===== config.mk =====
export PLATFORM = sky130hd
export DESIGN_NAME = uart_tx_arbiter
export DESIGN_NICKNAME = d
export VERILOG_FILES = /design/src/rtl/uart_pkg.sv /design/src/rtl/rr_pick.sv /design/src/rtl/uart_tx_arbiter.sv
export SDC_FILE = /design/constraint.sdc
export NUM_CORES = 1
export LEC_CHECK = 0
export BUFFER_PORTS_ARGS = -buffer_cell sky130_fd_sc_hd__buf_2
export CAP_MARGIN = 30
export CORE_MARGIN = 5
export CORE_UTILIZATION = 53
export CTS_BUF_LIST = sky130_fd_sc_hd__clkbuf_16
export CTS_CLUSTER_DIAMETER = 60
export DETAILED_ROUTE_END_ITERATION = 10
export PLACE_DENSITY_LB_ADDON = 0.25
export SLEW_MARGIN = 30
export SYNTH_ARGS = -nofsm -noshare
export SYNTH_HDL_FRONTEND = slang
export SYNTH_HIERARCHICAL = 1
export SYNTH_SLANG_ARGS = --single-unit

===== constraint.sdc =====
create_clock -name CLOCK_50 -period 2.75 [get_ports CLOCK_50]
set_input_delay 0.55 -clock CLOCK_50 [delete_from_list [all_inputs] [get_ports CLOCK_50]]
set_output_delay 0.55 -clock CLOCK_50 [all_outputs]
set_load 0.02 [all_outputs]

===== src/rtl/uart_pkg.sv =====
// rtl/uart_pkg.sv - shared constants and helpers for the UART transmit arbiter
//
// Holds the FSM state encoding, the byte width and a constant clog2 helper
// used to size pointers and timers.
package uart_pkg;

  localparam logic [2:0] ST_IDLE      = 3'd0;
  localparam logic [2:0] ST_START     = 3'd1;
  localparam logic [2:0] ST_WAIT_ACK  = 3'd2;
  localparam logic [2:0] ST_WAIT_DONE = 3'd3;
  localparam logic [2:0] ST_HOLD      = 3'd4;

  localparam int BYTE_W = 8;

  // Number of bits needed to index 'value' distinct items (0 for value <= 1).
  function automatic int clog2(input int value);
    int r;
    int v;
    r = 0;
    v = value - 1;
    while (v > 0) begin
      r = r + 1;
      v = v >> 1;
    end
    return r;
  endfunction

endpackage


===== src/rtl/rr_pick.sv =====
// rtl/rr_pick.sv - combinational round-robin winner search
//
// Ports:
//   valid_i  candidate request vector
//   ptr_i    index with highest priority this cycle
//   found_o  at least one candidate is valid
//   idx_o    first valid index scanning ptr_i, ptr_i+1, ... modulo N
module rr_pick #(
  parameter int N = 4,
  parameter int W = 2
) (
  input  logic [N-1:0] valid_i,
  input  logic [W-1:0] ptr_i,
  output logic         found_o,
  output logic [W-1:0] idx_o
);

  logic [W-1:0] j;

  // Scan from the farthest position back toward ptr_i so the closest valid
  // candidate is the last one written and therefore wins.
  always_comb begin
    found_o = 1'b0;
    idx_o   = '0;
    j       = '0;
    for (int k = N - 1; k >= 0; k--) begin
      j = W'((int'(ptr_i) + k) % N);
      if (valid_i[j]) begin
        found_o = 1'b1;
        idx_o   = j;
      end
    end
  end

endmodule


===== src/rtl/uart_tx_arbiter.sv =====
// rtl/uart_tx_arbiter.sv - round-robin, packet-locked sharing of one UART transmitter
//
// Ports:
//   CLOCK_50   system clock
//   rst        asynchronous active-high reset
//   req_valid  per-requester byte available
//   req_data   per-requester byte, requester i at [8i+7:8i]
//   req_last   per-requester final-byte-of-packet flag
//   req_ready  per-requester byte accepted this cycle
//   tx_start   one-cycle start pulse to the transmitter
//   tx_data    byte being transmitted
//   tx_busy    transmitter busy
//   grant      one-hot current owner, 0 when unowned
//   timeout    one-cycle pulse when an idle owner loses its lock
module uart_tx_arbiter
  import uart_pkg::*;
#(
  parameter int NREQ         = 4,
  parameter int HOLD_TIMEOUT = 50000
) (
  input  logic                     CLOCK_50,
  input  logic                     rst,
  input  logic [NREQ-1:0]          req_valid,
  input  logic [BYTE_W*NREQ-1:0]   req_data,
  input  logic [NREQ-1:0]          req_last,
  output logic [NREQ-1:0]          req_ready,
  output logic                     tx_start,
  output logic [BYTE_W-1:0]        tx_data,
  input  logic                     tx_busy,
  output logic [NREQ-1:0]          grant,
  output logic                     timeout
);

  localparam int IW = (clog2(NREQ) < 1) ? 1 : clog2(NREQ);
  localparam int TW = (clog2(HOLD_TIMEOUT) < 1) ? 1 : clog2(HOLD_TIMEOUT);

  logic [2:0]        state_q, state_d;
  logic [IW-1:0]     rr_ptr_q, rr_ptr_d;
  logic [IW-1:0]     owner_q, owner_d;
  logic [NREQ-1:0]   grant_q, grant_d;
  logic [BYTE_W-1:0] tx_data_q, tx_data_d;
  logic              last_q, last_d;
  logic [TW-1:0]     timer_q, timer_d;
  logic              timeout_q, timeout_d;

  logic              found;
  logic [IW-1:0]     win;
  logic [NREQ-1:0]   win_onehot;
  logic [IW-1:0]     sel_idx;
  logic [BYTE_W-1:0] sel_data;
  logic              sel_last;
  logic [IW-1:0]     next_ptr;
  logic [NREQ-1:0]   ready_c;
  logic [NREQ-1:0]   owner_valid;

  rr_pick #(.N(NREQ), .W(IW)) u_pick (
    .valid_i (req_valid),
    .ptr_i   (rr_ptr_q),
    .found_o (found),
    .idx_o   (win)
  );

  // In HOLD the byte always comes from the locked owner; otherwise from the
  // round-robin winner.
  assign sel_idx     = (state_q == ST_HOLD) ? owner_q : win;
  assign owner_valid = grant_q & req_valid;
  assign next_ptr    = (owner_q == IW'(NREQ - 1)) ? '0 : owner_q + IW'(1);

  always_comb begin
    sel_data   = '0;
    sel_last   = 1'b0;
    win_onehot = '0;
    for (int i = 0; i < NREQ; i++) begin
      if (IW'(i) == sel_idx) begin
        sel_data = req_data[i*BYTE_W +: BYTE_W];
        sel_last = req_last[i];
      end
      win_onehot[i] = (IW'(i) == win);
    end
  end

  always_comb begin
    state_d   = state_q;
    rr_ptr_d  = rr_ptr_q;
    owner_d   = owner_q;
    grant_d   = grant_q;
    tx_data_d = tx_data_q;
    last_d    = last_q;
    timer_d   = timer_q;
    timeout_d = 1'b0;
    ready_c   = '0;
    case (state_q)
      ST_IDLE: begin
        if (found) begin
          ready_c   = win_onehot;
          tx_data_d = sel_data;
          last_d    = sel_last;
          grant_d   = win_onehot;
          owner_d   = win;
          state_d   = ST_START;
        end
      end
      ST_START: state_d = ST_WAIT_ACK;
      ST_WAIT_ACK: begin
        if (tx_busy) state_d = ST_WAIT_DONE;
      end
      ST_WAIT_DONE: begin
        if (!tx_busy) begin
          if (last_q) begin
            grant_d  = '0;
            rr_ptr_d = next_ptr;
            state_d  = ST_IDLE;
          end else begin
            timer_d  = '0;
            state_d  = ST_HOLD;
          end
        end
      end
      ST_HOLD: begin
        // A byte arriving on the final timer cycle still beats the timeout.
        if (|owner_valid) begin
          ready_c   = owner_valid;
          tx_data_d = sel_data;
          last_d    = sel_last;
          state_d   = ST_START;
        end else if (timer_q == TW'(HOLD_TIMEOUT - 1)) begin
          timeout_d = 1'b1;
          grant_d   = '0;
          rr_ptr_d  = next_ptr;
          state_d   = ST_IDLE;
        end else if (timer_q != '1) begin
          timer_d = timer_q + TW'(1);
        end
      end
      default: state_d = ST_IDLE;
    endcase
  end

  always_ff @(posedge CLOCK_50 or posedge rst) begin
    if (rst) begin
      state_q   <= ST_IDLE;
      rr_ptr_q  <= '0;
      owner_q   <= '0;
      grant_q   <= '0;
      tx_data_q <= '0;
      last_q    <= 1'b0;
      timer_q   <= '0;
      timeout_q <= 1'b0;
    end else begin
      state_q   <= state_d;
      rr_ptr_q  <= rr_ptr_d;
      owner_q   <= owner_d;
      grant_q   <= grant_d;
      tx_data_q <= tx_data_d;
      last_q    <= last_d;
      timer_q   <= timer_d;
      timeout_q <= timeout_d;
    end
  end

  // Ready is combinational, so it must be masked while reset is held.
  assign req_ready = rst ? '0 : ready_c;
  assign tx_start  = (state_q == ST_START);
  assign tx_data   = tx_data_q;
  assign grant     = grant_q;
  assign timeout   = timeout_q;

endmodule


Word level (Yosys, flattened, before mapping):

Cells that the tools add are included.

* register bits: 37
* output and inout port bits: 18
* logic and storage cells: 118

* $add $sub $neg: 5
* magnitude comparators: 4
* eq/ne operators: 24
* multiplexer cells: 63
* bitwise operators: 1
* reduce and logical (&&, ||, !) cells: 13

Operators with widths (count)
* $mux W16: 5
* $mux W8: 6
* $mux W4: 8
* $pmux W16 S2: 1
* $mux W2: 10
* $mux W3: 6
* $mux W1: 17
* $add A16 B1 Y16 const B: 1
* $eq A16 B16 Y1 const B: 1
* $ne A16 B16 Y1 const B: 1
* $pmux W8 S2: 1
* $pmux W3 S5: 1
* $ne A2 B2 Y1 const B: 7
* $lt A2 B3 Y1 const B: 4
* $pmux W4 S3: 1
* $reduce_and A6 Y1: 2
* $bmux W1 S2: 4
* $eq A2 B2 Y1 const A: 4
* $pmux W4 S2: 1
* $eq A3 B2 Y1 const B: 2
* $ne A2 B1 Y1 const B: 3
* $reduce_and A5 Y1: 1
* $add A2 B1 Y2 const B: 2
* $add A2 B2 Y2 const B: 2
* 16 further kinds: 19

Logic depth before layout (Yosys ltp):

* depth after elaboration: 15
* depth in mapped cells: 9

Cells and area by module:

The synthesis kept the hierarchy.

Modules (own cells, without submodules)
* uart_tx_arbiter: times used 1, cells an instance 266, area each 2274.7 µm², seq. area each 925.9 µm²
* rr_pick: times used 1, cells an instance 13, area each 77.6 µm², seq. area each 0.0 µm²

Worst setup path after synthesis:

No wires, ideal clock.

* path type: input to output
* start point: in rst
* end point: out req_ready[3]
* data arrival time: 1.986 ns
* path slack: 0.214 ns
* stages: 3
* path through: inv_1 nand2_1 a21oi_1

* longest elaborated chain between the ends: 1

RTL lines
* start, declared: RTL line uart_tx_arbiter.sv:22 `input logic rst,`
* $mux W4: RTL line uart_tx_arbiter.sv:162 `assign req_ready = rst ? '0 : ready_c;`
* end, declared: RTL line uart_tx_arbiter.sv:26 `output logic [NREQ-1:0] req_ready,`

No other way between the ends.

Final worst setup path:

* start point: reg rr_ptr_q[1]
* end point: out req_ready[0]

* longest elaborated chain between the ends: 11
* elaborated cells on any way between the ends: 23

RTL lines
* start, declared: RTL line uart_tx_arbiter.sv:38 `logic [IW-1:0] rr_ptr_q, rr_ptr_d;`
* start signal, assigned: RTL line uart_tx_arbiter.sv:151 `rr_ptr_q <= rr_ptr_d;`
* $add A2 B2 Y2: RTL line rr_pick.sv:27 `j = W'((int'(ptr_i) + k) % N);`
* $bmux W1 S2: RTL line rr_pick.sv:28 `if (valid_i[j]) begin`
* $mux W1 (implied by the code): RTL line rr_pick.sv:28
* $mux W2 (3 in a row): RTL line rr_pick.sv:28
* $mux W2 (*): RTL line rr_pick.sv:28
* net win[1]: RTL line uart_tx_arbiter.sv:47 `logic [IW-1:0] win;`
* $logic_not A2 Y1 (*): RTL line uart_tx_arbiter.sv:78 `win_onehot[i] = (IW'(i) == win);`
* $mux W4 (*): RTL line uart_tx_arbiter.sv:94 `if (found) begin`
* $pmux W4 S2 (*): RTL line uart_tx_arbiter.sv:92 `case (state_q)`
* $mux W4 (*): RTL line uart_tx_arbiter.sv:162

Mark *: on every way through the listed nets, which the timed path passes. The rest lies on a longest branch. The select of a mux whose other input is x is not followed.

==> flow_summary_export.csv <==
group,metric,value,unit
status,outcome,"complete, no violations",
power,ir_drop,0.000603,V
setup_path,arrival,1.94,ns
final_layout,fin_util,0.655,
place,place_congestion,0.872,
floorplanning,fp.coreArea,4320,um2
setup_path,crit_required,2.20,ns
drt,drt_iter0_markers,208,
floorplanning,row_count,24,
setup_path,cp_max_fo,7,
power,switching_share,0.411,
yosys,syn_area,2350,um2
setup_path,r2r_end,"rr_ptr_q[0]",
drt,wire_per_inst,15.2,um
clock_network,clockBufferDepth,2,
final_layout,antenna_cells,0,
clock_network,ctsResizeCount,0,
timing,layout_setup_ws,0.264,ns
yosys,syn_nets,324,
drt,vias,2329,
clock_network,htreeDepth,2,
setup_path,endpoint_kind,"output port",
setup_path,reg2reg_slack,0.41,ns
drt,antenna_left,0,
final_layout,regArea,926,um2
global_route,gr-total-overflow,0,
setup_path,max_stage_delay,0.43,ns
power,p_total,2.49,mW
clock_network,clock_sinks,37,
power,pwr-share-seq,0.346,
drt,wirelength,5.97,mm
place,pre_cts_ws,0.336,ns
setup_path,r2r_cells,6,
power,leakagePower,1.28,nW
timing,period_share,0.904,
global_route,grt_max_degree,38,
setup_path,crit_top_cell,"nor2_1",
global_route,grt_usage,0.207,
setup_path,startpoint,"rr_ptr_q[1]",
worst_hold_path,hold_path.class,"input port to asynchronous set/reset pin",
timing,hold_violations,0,
timing,drv_slew,0,
clock_network,clkLatencyLatePin,0.28,ns
yosys,yosysTopAreaCellShare,0.394,
setup_path,r2r_start,"timer_q[0]",
power,p_int,1.47,mW
final_layout,fin_nets,385,
yosys,synth_area_leaders,"dfrtp_1, nand2_1, a21oi_1",
timing,final-setup-viol-count,0,
final_layout,area_growth_syn_to_layout,20.4,%
drt,drc,0,
global_route,antenna_found_initial,0,
clock_network,clk_pin_slew,0.06,ns
place,dpl.hpwl,4.33,mm
floorplanning,start_util,0.544,
global_route,grt_pass1_wl,10.2,mm
floorplanning,pin_count,61,
clock_network,post_cts_buffers,0,
global_route,grt_pass1_vias,2241,
place,portBuffers,60,
setup_path,endpoint,"req_ready[0]",
yosys,yosys.area.top_type,"dfrtp_1",
timing,slew_headroom,0.492,
yosys,yosysWarningCount,6,
timing,grt_setup_unrepaired,"false",
yosys,synth_seq_cells,37,
power,powerDensity,879,nW/um2
yosys,yosysUniqueCellTypes,51,
floorplanning,die_width,76.6,um
final_layout,nFillCells,390,
yosys,async_reset_ff_frac,1.00,
yosys,syn_avg_cell_area,8.43,um2
timing,fin_skew,0.00358,ns
setup_path,critPathLaunchType,"register",
clock_network,cts_buffers,5,
setup_path,cpMaxStageDelayCell,"dfrtp_1",
yosys,synth_ff_type,"dfrtp_1",
setup_path,crit_chain,"nor3b_1, a211oi_1, nor2_1, nor3_1, a31oi_1, nor2_1, buf_2",
clock_network,postCtsHoldBufs,0,
drt,drt_first_pass_iters,4,
clock_network,cts-root-buf,"clkbuf_16",
yosys,synth-edff-count,0,
job,maxCapViolCount,0,
setup_path,criticalPathCategory,"register to output port",
final_layout,drive_above_1_share,0.261,
yosys,yosysSeqAreaShare,0.394,
timing,fmax,0.402,GHz
power,pwr-share-comb,0.437,
drt,via_per_inst,5.93,
timing,post-route-min-period,2.49,ns
clock_network,cts_tree,"built",
final_layout,multiInputGateArea,1340,um2
timing,tns,0,ns
power,p_switching,1.02,mW
yosys,synthTopCellsByCount,"nand2_1, dfrtp_1, a21oi_1, nor2_1, o21ai_0",
yosys,synth_most_common_cell,"nand2_1",
floorplanning,die_area,5870,um2
yosys,synthCells,279,
power,clock_power_share,0.217,
floorplanning,dieHeight,76.6,um
timing,worst_slew_pin_slew,0.761,ns
routing by layer:
layer  vias up  routed length [um]  track usage
met3        11                 372       0.0496
met1      1086                2600        0.268
met5         -                   0            0
met4         0                  89       0.0559
met2        76                2900        0.345
li1       1156                   -            -
layout by cell type, fill, tap and decap left out, types with 2 or more instances in the layout:
cell        n
a22oi_1     2
dfrtp_1    37
nand2b_1    2
o22ai_1     3
buf_4       8
ha_1        2
clkinv_2    2
clkbuf_16   5
buf_2      60
nand4_1     6
and3_1      3
o21ai_0    13
nor2_1     22
o21ai_1     4
nor3_1      6
nand4b_1    3
a21oi_1    28
inv_1       3
nand3_1    11
o31ai_1     8
nand2_1    57
a21o_1      4
a31oi_1     2
nor3b_1     2
or4_1       8
or2_2       3
a32o_1      9
mux2i_4     2
or3_1       2
o41ai_1     2
mux2_2      3
layout make-up:
type	instances	share of cell area
sequential	37	0.327
clock inverter	3	0.00486
tap	52	0.0230
timing repair buffer	68	0.127
clock buffer	5	0.0442
inverter	2	0.00265
multi-input combinational	226	0.471
stage by stage:
stage	hold slack [ns]	instance area [um2]	instances
floorplan	0.478	2350	279
global placement	0.460	2690	385
detailed placement	0.465	2690	385
CTS	0.474	2830	393
global route	0.496	2830	393
finish	0.449	2830	393
state kept, by name, indices dropped and copies added, names as in the netlist:
name	flops
timer_q	16
tx_data	8
grant	4
state_q	3
owner_q	2
rr_ptr_q	2
last_q	1
timeout	1
worst min-delay path by stage:
stage / from / endpoint / slack, ns / depth (start not counted)
final: rst / last_q / 0.45 / 3
after global routing: tx_data[6] / tx_data[6] / 0.50 / 2
after CTS: rst / last_q / 0.47 / 3
after detailed placement: tx_data[4] / tx_data[4] / 0.47 / 2
after global placement: tx_data[1] / tx_data[1] / 0.46 / 2
after floorplan: last_q / last_q / 0.48 / 2
kinds of logic after synthesis:
family / count (synthesis) / share of synthesized area
adder cells (fa/ha/maj): 2 / 0.0106
AND/OR/NAND/NOR: 136 / 0.292
AO/OA/AOI/OAI: 81 / 0.223
multiplexers: 6 / 0.0378
flip-flops: 37 / 0.394
buffers and inverters: 16 / 0.0388
XOR/XNOR: 1 / 0.00372
critical path, delay by kind of cell, from the launching register on:
kind,cells,cell delay [ns]
AND/OR/NAND/NOR,4,0.83
flip-flops,1,0.43
AO/OA/AOI/OAI,2,0.24
buffers and inverters,1,0.15
power by group through the flow:
stage               Sequential [mW]  Combinational, mW  Clock, mW
floorplan                     0.924              0.732          0
global placement              0.859               1.06          0
detailed placement            0.864               1.09          0
CTS                           0.858               1.09      0.553
global route                  0.884               1.21      0.580
finish                        0.860               1.09      0.540
Note: power is estimated with default switching activity, not from simulation.
